[src/rtl/ctc_pkg.sv]
// Bus timing and instruction constants shared by the CTC and the serial ROM chips.
// Bit times count T0..T55 within one 56-bit word.
package ctc_pkg;

    typedef logic [9:0] word10_t;

    localparam logic [5:0] T_IA_FIRST = 6'd20;
    localparam logic [5:0] T_IA_LAST  = 6'd27;
    localparam logic [5:0] T_READ     = 6'd28;
    localparam logic [5:0] T_LOAD     = 6'd44;
    localparam logic [5:0] T_IS_FIRST = 6'd45;
    localparam logic [5:0] T_IS_LAST  = 6'd54;
    localparam logic [5:0] T_LAST     = 6'd55;

    localparam logic [6:0] OP_ROMSEL  = 7'b0010000;
    localparam int         ROMSEL_MSB = 9;
    localparam int         ROMSEL_LSB = 7;

    function automatic logic in_is_window(input logic [5:0] t);
        return (t >= T_IS_FIRST) && (t <= T_IS_LAST);
    endfunction

endpackage

[src/rtl/rom_array.sv]
// 256 x 10 instruction memory with a registered read port.
// Contents start as all zero; reset clears only the read register.
module rom_array
  import ctc_pkg::*;
#(
  parameter INIT_FILE = ""
) (
  input  logic       clk,
  input  logic       rst,
  input  logic       rd_en,
  input  logic [7:0] addr,
  output word10_t    data
);

  word10_t mem [256];

  initial begin
    for (int i = 0; i < 256; i++) begin
      mem[i] = '0;
    end
  end

  always_ff @(posedge clk or posedge rst) begin
    if (rst) begin
      data <= '0;
    end else if (rd_en) begin
      data <= mem[addr];
    end
  end

endmodule

[src/rtl/serial_rom.sv]
// Serial instruction ROM on the CTC IA/IS/SYNC bus: aligns to SYNC, takes an address on IA,
// returns the addressed word on IS, and snoops IS for ROM-select instructions.
module serial_rom
    import ctc_pkg::*;
#(
    parameter logic [2:0] ROM_ID    = 3'd0,
    parameter             INIT_FILE = ""
) (
    input  logic cph2,
    input  logic pon,
    input  logic ia,
    input  logic sync,
    input  logic is_in,
    output logic is_out,
    output logic is_oe,
    output logic locked,
    output logic active
);

    logic [5:0] bit_cnt;
    logic [5:0] cnt_inc;
    logic       sync_d;
    logic       checking;
    logic       in_window;
    logic       sync_rise;
    logic       sync_bad;
    logic [2:0] selected;
    logic [7:0] addr_sr;
    logic [7:0] addr_r;
    word10_t    data_r;
    word10_t    out_sr;
    word10_t    snoop_sr;

    assign in_window = in_is_window(bit_cnt);
    assign sync_rise = sync & ~sync_d;
    // SYNC must be high exactly across the IS window; anything else breaks alignment.
    assign sync_bad  = (sync != in_window);
    assign cnt_inc   = (bit_cnt == T_LAST) ? 6'd0 : bit_cnt + 6'd1;

    always_ff @(posedge cph2 or posedge pon) begin
        if (pon) begin
            bit_cnt  <= '0;
            sync_d   <= 1'b0;
            locked   <= 1'b0;
            checking <= 1'b0;
        end else begin
            sync_d <= sync;
            if (sync_rise && (!locked || sync_bad)) begin
                bit_cnt  <= T_IS_FIRST + 6'd1;
                checking <= 1'b1;
                locked   <= 1'b0;
            end else begin
                bit_cnt <= cnt_inc;
                if (locked) begin
                    if (sync_bad) begin
                        locked <= 1'b0;
                    end
                end else if (checking) begin
                    if (sync_bad) begin
                        checking <= 1'b0;
                    end else if (bit_cnt == T_LAST) begin
                        locked   <= 1'b1;
                        checking <= 1'b0;
                    end
                end
            end
        end
    end

    always_ff @(posedge cph2 or posedge pon) begin
        if (pon) begin
            addr_sr  <= '0;
            addr_r   <= '0;
            out_sr   <= '0;
            snoop_sr <= '0;
            selected <= '0;
        end else begin
            if ((bit_cnt >= T_IA_FIRST) && (bit_cnt <= T_IA_LAST)) begin
                addr_sr <= {ia, addr_sr[7:1]};
            end
            if (bit_cnt == T_IA_LAST) begin
                addr_r <= {ia, addr_sr[7:1]};
            end
            if (bit_cnt == T_LOAD) begin
                out_sr <= data_r;
            end else if (in_window) begin
                out_sr <= {1'b0, out_sr[9:1]};
            end
            if (in_window) begin
                snoop_sr <= {is_in, snoop_sr[9:1]};
            end
            // A word whose SYNC framing failed never changes the selection.
            if ((bit_cnt == T_LAST) && locked && !sync_bad &&
                (snoop_sr[ROMSEL_LSB-1:0] == OP_ROMSEL)) begin
                selected <= snoop_sr[ROMSEL_MSB:ROMSEL_LSB];
            end
        end
    end

    rom_array #(
        .INIT_FILE(INIT_FILE)
    ) u_rom (
        .clk  (cph2),
        .rst  (pon),
        .rd_en(bit_cnt == T_READ),
        .addr (addr_r),
        .data (data_r)
    );

    assign active = (selected == ROM_ID);
    assign is_oe  = locked & active & in_window;
    assign is_out = is_oe & out_sr[0];

endmodule
[config.mk]
export PLATFORM = sky130hd
export DESIGN_NAME = serial_rom
export DESIGN_NICKNAME = d
export VERILOG_FILES = /design/src/rtl/ctc_pkg.sv /design/src/rtl/rom_array.sv /design/src/rtl/serial_rom.sv
export SDC_FILE = /design/constraint.sdc
export NUM_CORES = 1
export LEC_CHECK = 0
export ABC_AREA = 1
export ABC_CLOCK_PERIOD_IN_PS = 1900
export CORE_MARGIN = 4
export CORE_UTILIZATION = 55
export DETAILED_ROUTE_END_ITERATION = 12
export HOLD_SLACK_MARGIN = 0.03
export PLACE_DENSITY = 0.73
export SLEW_MARGIN = 25
export SYNTH_ARGS = -nofsm -noshare
export SYNTH_HDL_FRONTEND = slang
export SYNTH_HIERARCHICAL = 1
export SYNTH_SLANG_ARGS = --single-unit
[constraint.sdc]
create_clock -name cph2 -period 1.9 [get_ports cph2]
set_input_delay 0.285 -clock cph2 [delete_from_list [all_inputs] [get_ports cph2]]
set_output_delay 0.285 -clock cph2 [all_outputs]
set_load 0.005 [all_outputs]
# Word level (Yosys, flattened, before mapping)
# Index checks and enable logic that the tools add are counted.
[totals] inputBits=5 output_inout_bits=4 reg_bits=42
[classes] add_sub_neg=1 reduce_logical=10 eq_ne=6 bitwise_logic=5 n_lt_le_gt_ge=2 muxes=15
[op_table] op="2-to-1 mux 10 bit" n=2
[op_table] op="equality test 6 bit, second input constant" n=2
[op_table] op="2-to-1 mux 6 bit" n=2
[op_table] op="2-to-1 mux 1 bit" n=11
[op_table] op="equality test 7 x 5 -> 1 bit, second input constant" n=1
[op_table] op="adder 6 x 1 -> 6 bit, second input constant" n=1
[op_table] op="equality test 6 x 5 -> 1 bit, second input constant" n=1
[op_table] op=">= comparator 6 bit, second input constant" n=1
[op_table] op="less-or-equal comparator 6 bit, second input constant" n=1
[op_table] op="logical AND 1 bit" n=5
[op_table] op="AND 1 bit" n=4
[op_table] op="logical NOT 3 bit" n=1
[op_table] op="logical NOT 1 bit" n=2
[op_table] op="!= test 2 x 1 -> 1 bit, second input constant" n=1
[op_table] op="nonzero test 2 bit" n=1
[op_table] op="logical OR 1 bit" n=1
[op_table] op="!= test 1 bit" n=1
[op_table] op="NOT 1 bit" n=1

# Logic depth before layout (Yosys ltp)
# Gate-level depths: netlist of the first run.
[depth] word_depth=7 mapped_depth=11

# Hierarchy
# The synthesis of the first run kept the hierarchy.
[modules_own_cells] mod="serial_rom" seq_area_each_um2=1176.1 cells_each=244 area_per_inst_um2=2208.4 n_inst=1
[modules_own_cells] mod="rom_array" seq_area_each_um2=0.0 cells_each=11 area_per_inst_um2=78.8 n_inst=1

# Least setup slack after synthesis of the first run
# Ideal clock, no wire load.
[synth_timing] path_type="reg2out" from="reg bit_cnt[1]" to="out is_out" t_required_ps=1615 setup_slack_ps=328 path_buffers=0 arrival_ps=1287 path_stages_with_launch=10 cell_sequence="dfrtp_1 -> inv_1 -> ha_1 -> inv_1 -> nand2_1 -> nand3_2 -> nand2_4 -> inv_4 -> nor3_4 -> and2_1"
[synth_between] elab_chain_len=4 elab_cells_between_ends=5 cone_classes="2 x order compare; 2 x bitwise; 1 x reduce/logical"
[synth_lines] element="start, declared" line="serial_rom.sv:20" rtl="logic [5:0] bit_cnt;"
[synth_lines] element="start signal, assigned" line="serial_rom.sv:49" rtl="bit_cnt <= T_IS_FIRST + 6'd1;"
[synth_lines] element="start signal, assigned" line="serial_rom.sv:53" rtl="bit_cnt <= cnt_inc;"
[synth_lines] element=">= comparator 6 bit or less-or-equal comparator 6 bit (tied branches)" line="ctc_pkg.sv:20" rtl="return (t >= T_IS_FIRST) && (t <= T_IS_LAST);"
[synth_lines] element="logical AND 1 bit *" line="ctc_pkg.sv:20"
[synth_lines] element="AND 1 bit *" line="serial_rom.sv:111" rtl="assign is_oe = locked & active & in_window;"
[synth_lines] element="named net is_oe" line="serial_rom.sv:15" rtl="output logic is_oe,"
[synth_lines] element="AND 1 bit *" line="serial_rom.sv:112" rtl="assign is_out = is_oe & out_sr[0];"
[synth_lines] element="end, declared" line="serial_rom.sv:14" rtl="output logic is_out,"
# Mark *: on every way through the listed nets, which the timed path passes. The rest lies on a longest branch.

# Final worst setup path of the first run
[layout_timing] from="reg bit_cnt[0]" to="out is_out"
[layout_between] elab_chain_len=4 elab_cells_between_ends=5 cone_classes="2 x order compare; 2 x bitwise; 1 x reduce/logical"
[layout_lines] element=">= comparator 6 bit or less-or-equal comparator 6 bit (tied branches)" line="ctc_pkg.sv:20"
[layout_lines] element="logical AND 1 bit *" line="ctc_pkg.sv:20"
[layout_lines] element="AND 1 bit *" line="serial_rom.sv:111"
[layout_lines] element="AND 1 bit *" line="serial_rom.sv:112"
# Every way passes the cells marked *; elsewhere a longest branch is shown, timed or not.

==> results of run 1 <==
[final cells by class]
cell class / count / share of cell area [%]
repair buffers: 25 / 9.98
clock buffers: 5 / 1.90
well taps: 31 / 1.96
clock inverters: 3 / 2.15
flip-flops and latches: 32 / 40.4
multi-input cells: 137 / 38.3
inverters: 27 / 5.24
[power groups by stage]
stage	Sequential, mW	Combinational [mW]	Clock (mW)
final	1.07	1.42	0.530
after floorplan	1.05	1.04	0
after global placement	1.07	1.29	0
after CTS	1.07	1.40	0.543
after global routing	1.10	1.61	0.572
after detailed placement	1.08	1.35	0
[tightest hold or removal path, stage by stage]
cell             delay (ps)
clkdlybuf4s50_1         390
inv_1                    50
buf_4                   360
[repair_timing]
item,4_1_cts,5_1_grt
resized for setup,13,7
setup buffers,3,0
endpoints found under the setup margin,3,4
pin swaps,4,6
[how the worst max path moves through the flow]
stage | end | slack [ps] | cells past startpoint
after floorplan | is_out | 330 | 9
after global placement | is_out | -50 | 10
after detailed placement | is_out | -100 | 9
after CTS | is_out | -100 | 10
after global routing | is_out | -220 | 10
final | is_out | -100 | 10
[cells in the final DEF, fill, tap and decap left out, drive strengths merged]
cell type      count
a21oi              2
and2               1
buf               20
bufinv             1
clkbuf             5
clkdlybuf4s50      4
clkinv             1
clkinvlp           1
conb              10
dfrtp             32
dlygate4sd2        1
ha                 5
inv               27
nand2             42
nand3             46
nand4              5
nor2               7
nor3               2
o211ai             1
o21ai             14
o21bai             1
or3                1
[registers in the layout, indices dropped and copies added (netlist names)]
name	count
bit_cnt	6
checking	1
snoop_sr	10
selected	3
out_sr	10
sync_d	1
locked	1
[per-stage QoR]
step                worst slack, ps  power (mW)
floorplan                       328        2.09
global placement              -51.2        2.36
detailed placement             -100        2.43
CTS                           -98.3        3.02
global route                   -223        3.29
finish                         -105        3.02
[per-layer routing]
metal / vias to the layer above / track usage, % / part of all wire, %
met1: 638 / 22.6 / 46
met3: 8 / 4.55 / 2.8
met4: 0 / 9.70 / 2.3
li1: 687 / - / -
met2: 15 / 29.5 / 49
met5: - / 0 / 0
==> metrics.csv, run 1 <==
stage,metric,value,unit
setup_path,cpLargestDelayFamily,simple AND/OR/NAND/NOR gates,
global_routing,antenna_found_initial,0,
final_layout,fin_nets,238,
power_and_ir_drop,leakagePower,0.999,nW
clock_tree,clock_latency,340,ps
detailed_routing,drc_errors,0,
final_layout,finalNonFillerCells,260,
outcome,status,finished with violations,
final_layout,ff_latch_area,801,um2
global_routing,grt_overflow,0,
global_routing,grt_pass1_vias,1345,
clock_tree,holdBufCountCts,0,
place,port_buffers,7,
synthesis,ys_warn_count,6,
timing,whs,312,ps
timing,finalSetupViolCount,2,
floorplanning,die_w,63.8,um
final_layout,post-route-util,69.4,%
final_layout,n_fill_cell,235,
place,dp_hpwl,2.19,mm
place,dpl.cell_count,249,
clock_tree,htree_num_levels,2,
clock_tree,clk_pin_slew,110,ps
timing,clock_skew,11.8,ps
detailed_routing,drt_iter0_drc,72,
power_and_ir_drop,cellPowerDensity,1530,nW/um2
job,max-cap-violations,0,
detailed_routing,via_per_inst,5.18,
final_layout,layout-drive-gt1-share,23.1,%
final_layout,synthToLayoutAreaGrowth,15.7,%
power_and_ir_drop,seqPwrFrac,35.6,%
synthesis,syn_inst,203,
global_routing,grt.total_usage,18.3,%
detailed_routing,antenna_left,0,
min_path,hp-class,in2async,
power_and_ir_drop,power_frac_comb,46.9,%
detailed_routing,drtPass1Iterations,4,
timing,final-max-slew-violation-count,0,
setup_path,cp_slowest_stage_delay,420,ps
floorplanning,fp.dieH,63.8,um
setup_path,setup.worst_path.start_class,register,
setup_path,end_kind,primary output,
timing,fin_crit_sh,106,%
floorplanning,initial_core_util,60.0,%
timing,grt_setup_unrepaired,true,
final_layout,postLayoutCellArea,1980,um2
clock_tree,clock-sinks,32,
power_and_ir_drop,switching_share,42.4,%
timing,hold_violations,0,
clock_tree,cts_tree,done,
floorplanning,die_area,4070,um2
floorplanning,pin_count,9,
final_layout,multi_input_area,759,um2
setup_path,reg2reg_slack,160,ps
timing,finalSetupTns,-114,ps
power_and_ir_drop,pwr-share-clk,17.5,%
clock_tree,clock_path_buffers,2,
global_routing,grt_start_max_net_pins,33,
final_layout,insertedDiodeCount,0,
setup_path,arrival,1720,ps
synthesis,synth.avg_cell_area,8.43,um2
setup_path,regToRegStartpoint,bit_cnt[1]$_DFF_PP0_,
detailed_routing,post_drt_wl_per_cell,12.3,um
setup_path,r2r-end,bit_cnt[4]$_DFF_PP0_,
setup_path,slowest_stage,dfrtp_1,
setup_path,ff2ff_path_depth,11,
place,place_area,1850,um2
power_and_ir_drop,ir_worst_vdd,0.775,mV
outcome,violations,negative setup slack,
place,gp_congestion,0.802,
timing,period_minus_slack,2000,ps
floorplanning,rows,19,
timing,fin_ws,-105,ps
synthesis,synth.cell_area,1710,um2
detailed_routing,wirelength,3.20,mm
setup_path,critPathLaunch,bit_cnt[0]$_DFF_PP0_,
clock_tree,cts_buffers,5,
detailed_routing,vias,1348,
power_and_ir_drop,switchingPower,1.28,mW
power_and_ir_drop,p_int,1.74,mW
setup_path,path_class,reg2out,
setup_path,cp.required,1620,ps
setup_path,critical_path_buf_inv_count,4,
global_routing,grt_pass1_wl,5.85,mm
setup_path,path_cells,buf_6 > ha_4 > inv_2 > nand2_2 > nand3_2 > nand2_4 > inv_4 > nor3_4 > and2_1 > buf_2,
timing,fmax,499,MHz
floorplanning,core,2850,um2
clock_tree,clockRootBuffer,clkbuf_4,
setup_path,critPathMaxFanout,3,
Note: power is estimated with default switching activity, not from simulation.
==> run 2: changes to the inputs <==
ABC_CLOCK_PERIOD_IN_PS = 1650   (was 1900)
PLACE_DENSITY = 0.76   (was 0.73)
clock period = 1.65 ns   (was 1.9 ns; I/O delays follow)
==> run 2 against run 1 <==
  * The flow still finishes with violations (negative setup slack)
  * Clock power fell by 15%
  * Clock-buffer cell count did not move
  * Critical path depth did not move
  * Clock skew down 1.8 ps
  * Via count is 2.9% higher
  * Wire length increased by 5.2%
  * Worst hold slack lost 5.3 ps
  * Non-clock buffer count is 5 higher
==> metrics.csv, run 2 (synthesis results as in run 1) <==
stage,metric,value,unit,change
power_and_ir_drop,power_frac_comb,52.7,%,+5.8 points
global_routing,antenna_found_initial,0,,unchanged
clock_tree,clock_latency,340,ps,about the same
detailed_routing,via_per_inst,5.21,,+0.57%
global_routing,grt_overflow,0,,unchanged
setup_path,critPathMaxFanout,2,,-1
final_layout,finalNonFillerCells,266,,+2.3%
global_routing,grt_start_max_net_pins,33,,unchanged
setup_path,cp.required,1400,ps,-220 ps
place,place_area,1880,um2,+1.2%
final_layout,final_cell_mix,"nand3_1 (43), nand2_1 (34), dfrtp_1 (31)",,
timing,hold_violations,0,,unchanged
setup_path,path_cells,buf_6 > ha_4 > inv_1 > nand3_2 > nand2_2 > nand2_4 > inv_4 > nor3_4 > and2_1 > buf_2,,
outcome,status,finished with violations,,
place,dpl.cell_count,252,,+1.2%
place,dp_hpwl,2.34,mm,+7.0%
final_layout,postLayoutCellArea,2050,um2,+3.4%
global_routing,grt.total_usage,19.8,%,+1.5 points
place,port_buffers,7,,unchanged
floorplanning,fp.dieH,63.8,um,unchanged
clock_tree,clk_pin_slew,110,ps,about the same
detailed_routing,drtPass1Iterations,4,,unchanged
power_and_ir_drop,switchingPower,1.59,mW,+24%
clock_tree,clockRootBuffer,clkbuf_4,,
power_and_ir_drop,finalPower,3.56,mW,+18%
global_routing,grt_pass1_vias,1429,,+6.2%
clock_tree,cts_buffers,5,,unchanged
setup_path,cp_slowest_stage_delay,420,ps,about the same
timing,whs,307,ps,-5.25 ps
final_layout,final_common_cell,nand3_1,,
setup_path,regToRegStartpoint,bit_cnt[0]$_DFF_PP0_,,
timing,final-max-slew-violation-count,0,,unchanged
timing,period_minus_slack,1910,ps,
clock_tree,cts_tree,done,,
timing,fmax,525,MHz,
final_layout,post-route-util,71.8,%,+2.4 points
setup_path,arrival,1660,ps,-60 ps
clock_tree,clock_path_buffers,2,,unchanged
setup_path,cpLargestDelayFamily,flip-flops,,
detailed_routing,drt_iter0_drc,156,,+120%
power_and_ir_drop,p_int,1.96,mW,+13%
clock_tree,clock-sinks,32,,unchanged
floorplanning,rows,19,,unchanged
setup_path,setup.worst_path.start_class,register,,
detailed_routing,wirelength,3.37,mm,+5.2%
floorplanning,pin_count,9,,unchanged
final_layout,n_fill_cell,245,,+4.3%
timing,grt_setup_unrepaired,true,,
detailed_routing,post_drt_wl_per_cell,12.7,um,+2.8%
place,gp_congestion,0.838,,+4.5%
setup_path,slowest_stage,dfrtp_1,,
setup_path,path_class,reg2out,,
setup_path,critical_path_buf_inv_count,4,,unchanged
floorplanning,initial_core_util,60.0,%,unchanged
floorplanning,die_area,4070,um2,unchanged
detailed_routing,vias,1387,,+2.9%
timing,clock_skew,9.99,ps,-1.84 ps
clock_tree,htree_num_levels,2,,unchanged
setup_path,r2r-end,selected[2]$_DFFE_PP0P_,,
power_and_ir_drop,ir_worst_vdd,1.10,mV,+42%
detailed_routing,antenna_left,0,,unchanged
outcome,violations,negative setup slack,,
job,max-cap-violations,0,,unchanged
timing,finalSetupTns,-813,ps,-699 ps
global_routing,grt_pass1_wl,6.29,mm,+7.5%
final_layout,insertedDiodeCount,0,,unchanged
setup_path,end_kind,primary output,,
setup_path,ff2ff_path_depth,12,,+1
floorplanning,core,2850,um2,unchanged
timing,fin_ws,-255,ps,-151 ps
power_and_ir_drop,seqPwrFrac,34.6,%,-1.0 points
place,dp_slack,-291,ps,-191 ps
final_layout,layout-drive-gt1-share,26.8,%,+3.7 points
timing,finalSetupViolCount,9,,+7
power_and_ir_drop,cellPowerDensity,1740,nW/um2,+14%
min_path,hp-class,in2async,,
floorplanning,die_w,63.8,um,unchanged
final_layout,top_regs,"out_sr x10, snoop_sr x10, bit_cnt x6",,
power_and_ir_drop,leakagePower,1.03,nW,+3.2%
final_layout,fin_nets,244,,+2.5%
setup_path,reg2reg_slack,-80,ps,-240 ps
power_and_ir_drop,switching_share,44.8,%,+2.4 points
timing,fin_crit_sh,115,%,
final_layout,synthToLayoutAreaGrowth,19.7,%,
detailed_routing,drc_errors,0,,unchanged
power_and_ir_drop,pwr-share-clk,12.7,%,-4.8 points
[run 2: layout make-up]
cell class | instances | area [um2] | area share [%]
multi-input combinational | 138 | 813 | 39.7
sequential | 32 | 802 | 39.2
timing repair buffer | 30 | 231 | 11.3
inverter | 27 | 106 | 5.19
tap | 31 | 38.8 | 1.89
clock buffer | 5 | 37.5 | 1.83
clock inverter | 3 | 18.8 | 0.916
[run 2: power groups by stage]
stage	sequential (mW)	clock (mW)	combinational, mW
3_3_place_gp	1.22	0	1.57
2_1_floorplan	1.21	0	1.19
3_5_place_dp	1.23	0	1.64
6_report	1.23	0.453	1.87
5_1_grt	1.26	0.511	2.12
4_1_cts	1.22	0.465	1.76
[run 2: worst reg2reg max path, cell delays in order, from the launching register on]
cell     delay [ps]
dfrtp_2         470
inv_4            90
ha_4            120
inv_1            40
nand3_2          60
nand2_2          80
nand2_4          80
buf_4           270
nand2_2         100
nand2_4         100
nand3_2          90
nand2_1          80
nand2_1          50
[run 2: how the worst max path moves through the flow]
stage              to  cells after the start                 start  slack (ps)
2_1_floorplan  is_out                      9  bit_cnt[1]$_DFF_PP0_         120
3_3_place_gp   is_out                      9  bit_cnt[0]$_DFF_PP0_        -220
3_5_place_dp   is_out                      9  bit_cnt[0]$_DFF_PP0_        -290
4_1_cts        is_out                      9  bit_cnt[0]$_DFF_PP0_        -290
5_1_grt        is_out                     10  bit_cnt[1]$_DFF_PP0_        -350
6_report       is_out                     10  bit_cnt[1]$_DFF_PP0_        -260
[run 2: metal layers]
layer	up-vias	GRT usage [%]	share of wire, %
met1	661	24.1	43
met2	20	34.1	53
li1	700	-	-
met5	-	0	0
met3	6	4.73	3.0
met4	0	7.28	1.4
[run 2: what timing repair did]
action	4_1_cts	5_1_grt
hold buffers	0	0
pin swaps	8	7
cloned	0	1
setup buffers	4	2
endpoints found under the setup margin	12	25
resized for setup	23	9
